**src/rtl/uart_pkg.sv**
```systemverilog
// Shared constants for the UART receiver: frame layout, FSM state encodings, parity helper.
// The optional UART_RX_MAJORITY_VOTE_EN macro is consumed by uart_rx_bit_sampler.
`timescale 1ns/1ps
package uart_pkg;

  localparam int UART_DATA_BITS = 8;
  localparam int UART_IDX_W     = $clog2(UART_DATA_BITS);

  localparam logic UART_IDLE_LEVEL  = 1'b1;
  localparam logic UART_START_LEVEL = 1'b0;
  localparam logic UART_STOP_LEVEL  = 1'b1;

  localparam logic [2:0] ENC_IDLE   = 3'd0;
  localparam logic [2:0] ENC_START  = 3'd1;
  localparam logic [2:0] ENC_DATA   = 3'd2;
  localparam logic [2:0] ENC_PARITY = 3'd3;
  localparam logic [2:0] ENC_STOP   = 3'd4;
  localparam logic [2:0] ENC_BREAK  = 3'd5;

  typedef enum logic [2:0] {
    S_IDLE   = ENC_IDLE,
    S_START  = ENC_START,
    S_DATA   = ENC_DATA,
    S_PARITY = ENC_PARITY,
    S_STOP   = ENC_STOP,
    S_BREAK  = ENC_BREAK
  } rx_state_t;

  // Parity bit a correct transmitter appends to data.
  function automatic logic uart_parity(input logic [UART_DATA_BITS-1:0] data,
                                       input logic odd);
    return odd ? ~^data : ^data;
  endfunction

endpackage

```
**src/rtl/uart_rx_bit_sampler.sv**
```systemverilog
// Line synchronizer, per-bit counter and mid-bit sample strobe for the UART receiver.
// With UART_RX_MAJORITY_VOTE_EN defined, each sample is a 2-of-3 vote of consecutive synced values.
`timescale 1ns/1ps
module uart_rx_bit_sampler
  import uart_pkg::*;
#(
  parameter int CLKS_PER_BIT = 16
)
(
  input  logic clk,
  input  logic rst_n,
  input  logic serial_in,
  input  logic i_run,
  input  logic i_half,
  output logic o_rxs,
  output logic o_sample_en,
  output logic o_sample_bit
);

  localparam int CNT_W = $clog2(CLKS_PER_BIT);
  localparam logic [CNT_W-1:0] CNT_LAST = CNT_W'(CLKS_PER_BIT - 1);
  localparam logic [CNT_W-1:0] CNT_HALF = CNT_W'(CLKS_PER_BIT / 2 - 1);

  logic [1:0]       r_sync;
  logic [CNT_W-1:0] r_cnt;
  logic [CNT_W-1:0] w_target;
  logic             w_strobe;

  // NOTE: sequential state uses non-blocking assignments so every flop samples pre-edge values.
  always_ff @(posedge clk or negedge rst_n) begin
    if (!rst_n) r_sync <= {2{UART_IDLE_LEVEL}};
    else        r_sync <= {r_sync[0], serial_in};
  end

  assign o_rxs = r_sync[1];

  // The start bit is checked half a bit in; every later sample is a full bit after the previous one.
  assign w_target = i_half ? CNT_HALF : CNT_LAST;
  assign w_strobe = i_run && (r_cnt == w_target);

  always_ff @(posedge clk or negedge rst_n) begin
    if (!rst_n)                r_cnt <= '0;
    else if (!i_run || w_strobe) r_cnt <= '0;
    else                       r_cnt <= r_cnt + CNT_W'(1);
  end

  assign o_sample_en = w_strobe;

`ifdef UART_RX_MAJORITY_VOTE_EN
  // Window ends at the strobe so the decision point, and rx_valid latency, does not move.
  logic [1:0] r_hist;

  always_ff @(posedge clk or negedge rst_n) begin
    if (!rst_n) r_hist <= {2{UART_IDLE_LEVEL}};
    else        r_hist <= {r_hist[0], o_rxs};
  end

  assign o_sample_bit = (r_hist[1] & r_hist[0]) | (r_hist[1] & o_rxs) | (r_hist[0] & o_rxs);
`else
  assign o_sample_bit = o_rxs;
`endif

endmodule

```
**src/rtl/uart_rx_deserializer.sv**
```systemverilog
// UART SIPO receiver: start, 8 data bits LSB first, parity, stop; byte and status as a 1-cycle pulse.
// Optional build macro UART_RX_MAJORITY_VOTE_EN enables 3-sample voting. CLKS_PER_BIT must be even and >= 8.
`timescale 1ns/1ps
module uart_rx_deserializer
  import uart_pkg::*;
#(
  parameter int CLKS_PER_BIT = 16,
  parameter bit PARITY_ODD   = 1'b0
)
(
  input  logic                      clk,
  input  logic                      rst_n,
  input  logic                      serial_in,
  output logic [UART_DATA_BITS-1:0] data_out,
  output logic                      rx_valid,
  output logic                      parity_error,
  output logic                      framing_error,
  output logic                      rx_busy
);

  rx_state_t r_state;
  rx_state_t w_state_next;

  logic w_rxs;
  logic w_sample_en;
  logic w_sample_bit;
  logic w_run;
  logic w_half;
  logic w_shift_en;
  logic w_par_en;
  logic w_done;
  logic w_last_bit;

  logic [UART_IDX_W-1:0]     r_idx;
  logic [UART_DATA_BITS-1:0] r_shift;
  logic                      r_par_bit;
  logic [UART_DATA_BITS-1:0] r_data_out;
  logic                      r_valid;
  logic                      r_parity_error;
  logic                      r_framing_error;

  uart_rx_bit_sampler #(
    .CLKS_PER_BIT (CLKS_PER_BIT)
  ) u_sampler (
    .clk          (clk),
    .rst_n        (rst_n),
    .serial_in    (serial_in),
    .i_run        (w_run),
    .i_half       (w_half),
    .o_rxs        (w_rxs),
    .o_sample_en  (w_sample_en),
    .o_sample_bit (w_sample_bit)
  );

  assign w_last_bit = (r_idx == UART_IDX_W'(UART_DATA_BITS - 1));

  always_ff @(posedge clk or negedge rst_n) begin
    if (!rst_n) r_state <= S_IDLE;
    else        r_state <= w_state_next;
  end

  always_comb begin
    // NOTE: default assignment first keeps this block purely combinational (no inferred latch).
    w_state_next = r_state;
    unique case (r_state)
      S_IDLE:   if (w_rxs == UART_START_LEVEL) w_state_next = S_START;
      S_START:  if (w_sample_en)
                  w_state_next = (w_sample_bit == UART_START_LEVEL) ? S_DATA : S_IDLE;
      S_DATA:   if (w_sample_en && w_last_bit) w_state_next = S_PARITY;
      S_PARITY: if (w_sample_en) w_state_next = S_STOP;
      S_STOP:   if (w_sample_en)
                  w_state_next = (w_sample_bit == UART_STOP_LEVEL) ? S_IDLE : S_BREAK;
      // A line stuck low must go high before another start can be recognised.
      S_BREAK:  if (w_rxs == UART_IDLE_LEVEL) w_state_next = S_IDLE;
      default:  w_state_next = S_IDLE;
    endcase
  end

  always_comb begin
    w_run      = 1'b0;
    w_half     = 1'b0;
    w_shift_en = 1'b0;
    w_par_en   = 1'b0;
    w_done     = 1'b0;
    rx_busy    = (r_state != S_IDLE);
    unique case (r_state)
      S_START:  begin w_run = 1'b1; w_half = 1'b1; end
      S_DATA:   begin w_run = 1'b1; w_shift_en = w_sample_en; end
      S_PARITY: begin w_run = 1'b1; w_par_en   = w_sample_en; end
      S_STOP:   begin w_run = 1'b1; w_done     = w_sample_en; end
      default:  ;
    endcase
  end

  always_ff @(posedge clk or negedge rst_n) begin
    if (!rst_n)                r_idx <= '0;
    else if (r_state != S_DATA) r_idx <= '0;
    else if (w_shift_en)       r_idx <= r_idx + UART_IDX_W'(1);
  end

  always_ff @(posedge clk or negedge rst_n) begin
    if (!rst_n) begin
      r_shift   <= '0;
      r_par_bit <= 1'b0;
    end else begin
      if (w_shift_en) r_shift[r_idx] <= w_sample_bit;
      if (w_par_en)   r_par_bit      <= w_sample_bit;
    end
  end

  // Result registers load on the stop sample; they become visible together with rx_valid.
  always_ff @(posedge clk or negedge rst_n) begin
    if (!rst_n) begin
      r_valid         <= 1'b0;
      r_data_out      <= '0;
      r_parity_error  <= 1'b0;
      r_framing_error <= 1'b0;
    end else begin
      r_valid <= w_done;
      if (w_done) begin
        r_data_out      <= r_shift;
        r_parity_error  <= (r_par_bit != uart_parity(r_shift, PARITY_ODD));
        r_framing_error <= (w_sample_bit != UART_STOP_LEVEL);
      end
    end
  end

  assign data_out      = r_data_out;
  assign rx_valid      = r_valid;
  assign parity_error  = r_parity_error;
  assign framing_error = r_framing_error;

endmodule
```
**config.mk**
```make
export PLATFORM = sky130hd
export DESIGN_NAME = uart_rx_deserializer
export DESIGN_NICKNAME = d
export VERILOG_FILES = /design/src/rtl/uart_pkg.sv /design/src/rtl/uart_rx_bit_sampler.sv /design/src/rtl/uart_rx_deserializer.sv
export SDC_FILE = /design/constraint.sdc
export NUM_CORES = 1
export LEC_CHECK = 0
export ABC_AREA = 0
export BUFFER_PORTS_ARGS = -buffer_cell sky130_fd_sc_hd__buf_2
export CORE_MARGIN = 2
export CORE_UTILIZATION = 60
export CTS_CLUSTER_SIZE = 30
export DETAILED_ROUTE_END_ITERATION = 10
export PLACE_DENSITY_LB_ADDON = 0.3
export REMOVE_ABC_BUFFERS = 1
export SLEW_MARGIN = 20
export SYNTH_ARGS = -nofsm -noshare
export SYNTH_HDL_FRONTEND = slang
export SYNTH_HIERARCHICAL = 1
export SYNTH_SLANG_ARGS = --single-unit
```
**constraint.sdc**
```tcl
create_clock -name clk -period 5.2 [get_ports clk]
set_input_delay 0.26 -clock clk [delete_from_list [all_inputs] [get_ports clk]]
set_output_delay 0.26 -clock clk [all_outputs]
set_load 0.02 [all_outputs]
```
==> results of run 1 <==
## synth_stat cells (2+ instances only)
library cell / number / area share
dfrtp_1: 30 / 0.48
mux2_2: 17 / 0.12
nor2_1: 8 / 0.019
xnor2_1: 8 / 0.045
nand2_1: 7 / 0.017
nor3_1: 6 / 0.019
clkbuf_1: 4 / 0.0097
buf_4: 3 / 0.015
ha_1: 3 / 0.024
inv_1: 3 / 0.0073
xor2_1: 3 / 0.017
a21oi_1: 2 / 0.0065
dfstp_2: 2 / 0.034
mux2i_1: 2 / 0.013
nand2b_1: 2 / 0.0081
nand3_1: 2 / 0.0065
nand3b_1: 2 / 0.0097
nor3b_1: 2 / 0.0097
nor3b_2: 2 / 0.016
o21ai_0: 2 / 0.0065
o22ai_1: 2 / 0.0081
or3_1: 2 / 0.0081
## critical path, stage by stage (launching register included)
cell	delay [ns]
dfrtp_1	0.56
nor3b_1	0.31
xnor2_1	0.15
nor3b_1	0.21
buf_4	0.21
nand2b_4	0.09
or3_4	0.40
nor3b_2	0.25
mux2_1	0.34
## cell type report
type	count	area, um2	share of cell area
tap	30	37.5	0.0223
sequential	32	803	0.477
inverter	3	11.3	0.00669
clock buffer	8	58.8	0.0349
multi-input combinational	85	686	0.407
timing repair buffer	16	87.6	0.0520
## worst max-delay path by stage
stage,cells past startpoint,from,end
floorplan,7,r_state[0]$_DFFE_PN0P_,r_shift[2]$_DFFE_PN0P_
global placement,8,r_state[0]$_DFFE_PN0P_,r_shift[2]$_DFFE_PN0P_
detailed placement,8,r_state[0]$_DFFE_PN0P_,r_shift[2]$_DFFE_PN0P_
CTS,8,r_state[0]$_DFFE_PN0P_,r_shift[2]$_DFFE_PN0P_
global route,8,r_state[0]$_DFFE_PN0P_,r_shift[2]$_DFFE_PN0P_
finish,8,r_state[0]$_DFFE_PN0P_,r_shift[2]$_DFFE_PN0P_
## per-stage QoR
step,worst slack [ns],std cells,instance area [um2],util
detailed placement,2.60,165,1620,0.658
global placement,2.76,165,1620,0.658
finish,2.56,174,1680,0.686
CTS,2.54,174,1680,0.686
global route,2.36,174,1680,0.686
floorplan,2.28,120,1500,-
## power groups by stage
stage	Sequential (mW)	Combinational (mW)	Clock, mW
detailed placement	0.328	0.152	0
floorplan	0.315	0.125	0
global route	0.330	0.169	0.160
finish	0.322	0.151	0.144
CTS	0.323	0.153	0.149
global placement	0.324	0.147	0
## kinds of logic after synthesis
logic type	after synthesis	share of synthesized area
buffers and inverters	11	0.0388
multiplexers	20	0.144
AO/OA/AOI/OAI	12	0.0541
XOR/XNOR	12	0.0767
AND/OR/NAND/NOR	38	0.144
flip-flops	32	0.519
adder cells (fa/ha/maj)	3	0.0242
## routing by layer
layer	global-route usage	vias up
met5	0	-
met4	0.113	0
met3	0.0574	7
met2	0.296	31
met1	0.244	455
li1	-	471
## flip-flops by register name (all words and copies together), names as in the netlist, 2 cells and up
register	count
r_idx	3
r_state	3
u_sampler/r_cnt	4
data_out	8
r_shift	8
u_sampler/r_sync	2
## timing repair
action | CTS | global route
hold endpoints to repair | 30 | 0
hold buffers | 1 | 0
gates resized for setup | 0 | 0
==> results.tsv, run 1 <==
metric	value	unit
gr-usage-all-layers	0.194	
pwr-share-comb	0.244	
final_common_cell	dfrtp_1	
syn_area_per_cell	12.1	um2
grt_remaining_overflow	0	
worstHoldStart	serial_in	
power.density	366	mW/mm2
ant_nets	0	
reg2reg_to	r_shift[2]$_DFFE_PN0P_	
critPathRequiredTime	5.41	ns
fmax	379	MHz
reg2reg_depth	8	
fillCellCount	176	
die_x	54.8	um
synthFlopType	dfrtp_1	
cts.path.max_buffers	2	
finalNetCount	149	
rsz0062_at_grt	false	
layout_common_cells	dfrtp_1 (30), mux2_2 (17), buf_2 (14)	
clock-skew-final	0.0136	ns
synth_edf_count	0	
grt_max_degree	33	
tns	0	ns
async_flop_share	1.00	
status	finished clean	
cp_max_fo	13	
clock_latency	0.33	ns
drt_iter0_drc	16	
routed_wire_length_per_instance	13.9	um
leakage	0.815	nW
portBuffers	14	
avgViaCountPerCell	5.54	
root_buffer	clkbuf_4	
io_pins	15	
synth.yosys.seq_area_share	0.519	
cts_htree_levels	2	
cts_buffers	5	
setup_viol	0	
critical_path_arrival	2.85	ns
critPathKind	register to register	
area_delta_synth_final	8.72	%
drc	0	
p_int	0.424	mW
max-vdd-ir-drop	359	uV
power_frac_seq	0.522	
start_util	0.631	
wl_met2	1.15	mm
hold_viol	0	
clock-sinks	32	
hold_path_class	input pin to register	
coreArea	0.00245	mm2
fin_crit	2.64	ns
fin_total_pwr	0.617	mW
wl_met3	137	um
rows	18	
ys_seq_elements	32	
period_share	0.507	
antenna_found_initial	0	
maxCapViolCount	0	
reg2reg_from	r_state[0]$_DFFE_PN0P_	
die_h	54.8	um
grt_pass1_vias	891	
tightest_slew	0.683	ns
holdPathStages	1	
die_area	0.00300	mm2
ys_warn_count	6	
hold_end	u_sampler/r_sync[0]$_DFF_PN1_	
syn-instance-count	128	
p_sw	0.193	mW
diodes	0	
fin_hold_ws	0.0301	ns
routabilityCongestion	0.791	
vias	964	
endpoint_kind	register	
highest_layer	met4	
drive_gt1_frac	0.326	
power_frac_clock	0.234	
netSwitchingFraction	0.313	
dp_hpwl	1.66	mm
synth_cell_types	36	
met1Wirelength	1.09	mm
startpoint_type	register	
clk_pin_slew_worst_paths	0.10	ns
wl	2.43	mm
cts_setup_buffers	0	
drv_slew	0	
dr.pass1.iters	4	
syn-cell-area	0.00155	mm2
cts_tree	built	
slew_headroom	0.544	
grt_pass1_wl	3.91	mm
rrSetupSlack	2.56	ns
Note: power is estimated with default switching activity, not from simulation.
==> run 2, diff against run 1 <==
--- a/config.mk
+++ b/config.mk
@@ -5,10 +5,10 @@
 export SDC_FILE = /design/constraint.sdc
 export NUM_CORES = 1
 export LEC_CHECK = 0
-export ABC_AREA = 0
+export ABC_AREA = 1
 export BUFFER_PORTS_ARGS = -buffer_cell sky130_fd_sc_hd__buf_2
 export CORE_MARGIN = 2
-export CORE_UTILIZATION = 60
+export CORE_UTILIZATION = 52
 export CTS_CLUSTER_SIZE = 30
 export DETAILED_ROUTE_END_ITERATION = 10
 export PLACE_DENSITY_LB_ADDON = 0.3
==> constraint.sdc (replaced) <==
create_clock -name clk -period 2.2 [get_ports clk]
set_input_delay 0.11 -clock clk [delete_from_list [all_inputs] [get_ports clk]]
set_output_delay 0.11 -clock clk [all_outputs]
set_load 0.02 [all_outputs]
==> results.tsv, run 2 <==
metric	value	unit	change
hold_path_class	input pin to async pin		
clock_latency	0.34	ns	about the same
die_h	60.0	um	+9.4%
synth_top_family_by_area	simple AND/OR/NAND/NOR gates		
ant_nets	0		unchanged
diodes	0		unchanged
synth_mux_area_frac	0		-0.144
synth_compound_area_frac	0.105		+0.0511
grt_pass1_wl	4.81	mm	+23%
leakage	0.937	nW	+15%
tns	0	ns	unchanged
area_delta_synth_final	10.8	%	
critPathKind	register to register		
reg2reg_from	r_state[2]$_DFFE_PN0P_		
netlist_top_cells_count	nand2_1 (67), dfrtp_1 (30), inv_1 (25)		
startpoint_type	register		
clk_pin_slew_worst_paths	0.10	ns	about the same
max-vdd-ir-drop	425	uV	+18%
root_buffer	clkbuf_4		
rows	20		+2
period_share	0.883		+0.376
cts_buffers	5		unchanged
placed_area	0.00173	mm2	+7.1%
drt_iter0_drc	75		+59
synth_top_area_share	0.461		-0.0238
critical_path_arrival	2.21	ns	-0.64 ns
rrSetupSlack	0.26	ns	-2.31 ns
dr.pass1.iters	4		unchanged
grt_remaining_overflow	0		unchanged
cts_tree	built		
synth_area_leader_cell	dfrtp_1		
die_area	0.00360	mm2	+20%
routabilityCongestion	0.798		+0.83%
clock-sinks	32		unchanged
synth.yosys.seq_area_share	0.493		-0.0255
gr-usage-all-layers	0.184		-0.00993
cts_htree_levels	2		unchanged
synthFlopType	dfrtp_1		
crit_end	r_shift[2]$_DFFE_PN0P_		
synth_edf_count	0		unchanged
routed_wire_length_per_instance	10.3	um	-26%
avgViaCountPerCell	4.75		-14%
io_pins	15		unchanged
critPathRequiredTime	2.47	ns	-2.94 ns
drc	0		unchanged
hold_viol	0		unchanged
cp_max_fo	6		-7
dp_hpwl	1.95	mm	+17%
ys_warn_count	6		unchanged
synth_cell_types	26		-28%
crit_cells	13		+5
crit_top_cell	nand2_1		
rsz0062_at_grt	false		
clock-skew-final	0.0130	ns	-0.000590 ns
synth.area.top_cells	dfrtp_1 (46%), nand2_1 (15%), inv_1 (5.8%)		
synth_xor_area_frac	0.00538		-0.0714
cts.path.max_buffers	2		unchanged
drive_gt1_frac	0.233		-0.0935
antenna_found_initial	0		unchanged
endpoint_kind	register		
setup_viol	0		unchanged
worst_path_max_delay_cell	dfrtp_1		
async_flop_share	1.00		unchanged
yosysMostFrequentCell	nand2_1		
grt_max_degree	33		unchanged
crit_start	r_state[2]$_DFFE_PN0P_		
fin_area	0.00181	mm2	+7.2%
vias	1248		+29%
reg2reg_depth	13		+5
final_common_cell	nand2_1		
synthAdderAreaFrac	0.0230		-0.00119
ys_seq_elements	32		unchanged
portBuffers	14		unchanged
fin_crit	1.94	ns	-0.693 ns
coreArea	0.00303	mm2	+23%
grt_pass1_vias	1191		+34%
power.density	782	mW/mm2	+110%
layout_common_cells	nand2_1 (67), dfrtp_1 (30), inv_1 (24)		
crit_family	simple AND/OR/NAND/NOR gates		
cts_setup_buffers	0		unchanged
crit_buf_inv	3		+2
fmax	515	MHz	+36%
slowest_delay	0.45	ns	-0.11 ns
start_util	0.538		-0.0930
die_x	60.0	um	+9.4%
status	finished clean		
slew_headroom	0.542		-0.00211
syn-instance-count	198		+55%
reg2reg_to	r_shift[2]$_DFFE_PN0P_		
crit_path_cell_trace	inv_1 > nand2_1 > nor2_2 > inv_1 > nand2_1 > nand3_2 > nor2_2 > inv_2 > nor2_4 > nand2_2 > nor2_1 > nand2_1 > o21ai_0		
finalNetCount	224		+50%
wl	2.72	mm	+12%
fillCellCount	282		+60%
drv_slew	0		unchanged
syn_area_per_cell	8.23	um2	-32%
synth_simple_gate_area_frac	0.293		+0.149
tightest_slew	0.686	ns	+0.00317 ns
syn-cell-area	0.00163	mm2	+5.2%
maxCapViolCount	0		unchanged
==> run 2: how the worst min path moves through the flow <==
stage,to,slack [ns],depth (start not counted)
floorplan,data_out[0]$_DFFE_PN0P_,-0.19,0
global placement,data_out[4]$_DFFE_PN0P_,0.20,1
detailed placement,data_out[5]$_DFFE_PN0P_,0.20,1
CTS,data_out[5]$_DFFE_PN0P_,0.36,2
global route,u_sampler/r_sync[1]$_DFF_PN1_,0.37,0
finish,data_out[5]$_DFFE_PN0P_,0.33,2
==> run 2: area by class of cell <==
cell class / instances / area, um2 / share of cell area
sequential: 32 / 803 / 0.445
clock buffer: 7 / 45.0 / 0.0249
multi-input combinational: 135 / 699 / 0.387
timing repair buffer: 16 / 90.1 / 0.0499
tap: 44 / 55.1 / 0.0305
inverter: 28 / 108 / 0.0596
clock inverter: 1 / 5.00 / 0.00277
==> run 2: power breakdown <==
group	leakage (nW)	internal, mW	switching (mW)	total, mW
Clock	0.0293	0.124	0.192	0.316
Combinational	0.475	0.126	0.259	0.385
Sequential	0.433	0.645	0.0658	0.711
Total	0.937	0.895	0.517	1.41
==> run 2: logic make-up after synthesis <==
logic type               Yosys count
AND/OR/NAND/NOR                  104
flip-flops                        32
buffers and inverters             31
AO/OA/AOI/OAI                     27
adder cells (fa/ha/maj)            3
XOR/XNOR                           1
==> run 2: what timing repair did <==
item / in CTS / in global routing
hold buffers: 2 / 0
setup endpoints to repair: 0 / 18
hold endpoints to repair: 31 / 0
gates resized for setup: 0 / 3
==> run 2: through the flow <==
| stage | hold WS (ns) | power, mW | worst slack (ns) | cells | utilization |
|---|---|---|---|---|---|
| 2_1_floorplan | -0.186 | 1.00 | 0.364 | 195 | - |
| 3_3_place_gp | 0.196 | 1.09 | 0.250 | 253 | 0.571 |
| 3_5_place_dp | 0.198 | 1.09 | 0.163 | 253 | 0.571 |
| 4_1_cts | 0.356 | 1.42 | 0.141 | 263 | 0.595 |
| 5_1_grt | 0.369 | 1.52 | 0.0418 | 263 | 0.596 |
| 6_report | 0.335 | 1.41 | 0.257 | 263 | 0.596 |
==> run 2: routing by layer <==
layer  global-route usage  part of all wire  up-vias
li1                     -                 -      659
met1                0.213              0.47      560
met2                0.309              0.46       23
met3               0.0649             0.049        6
met4               0.0762             0.021        0
met5                    0                 0        -
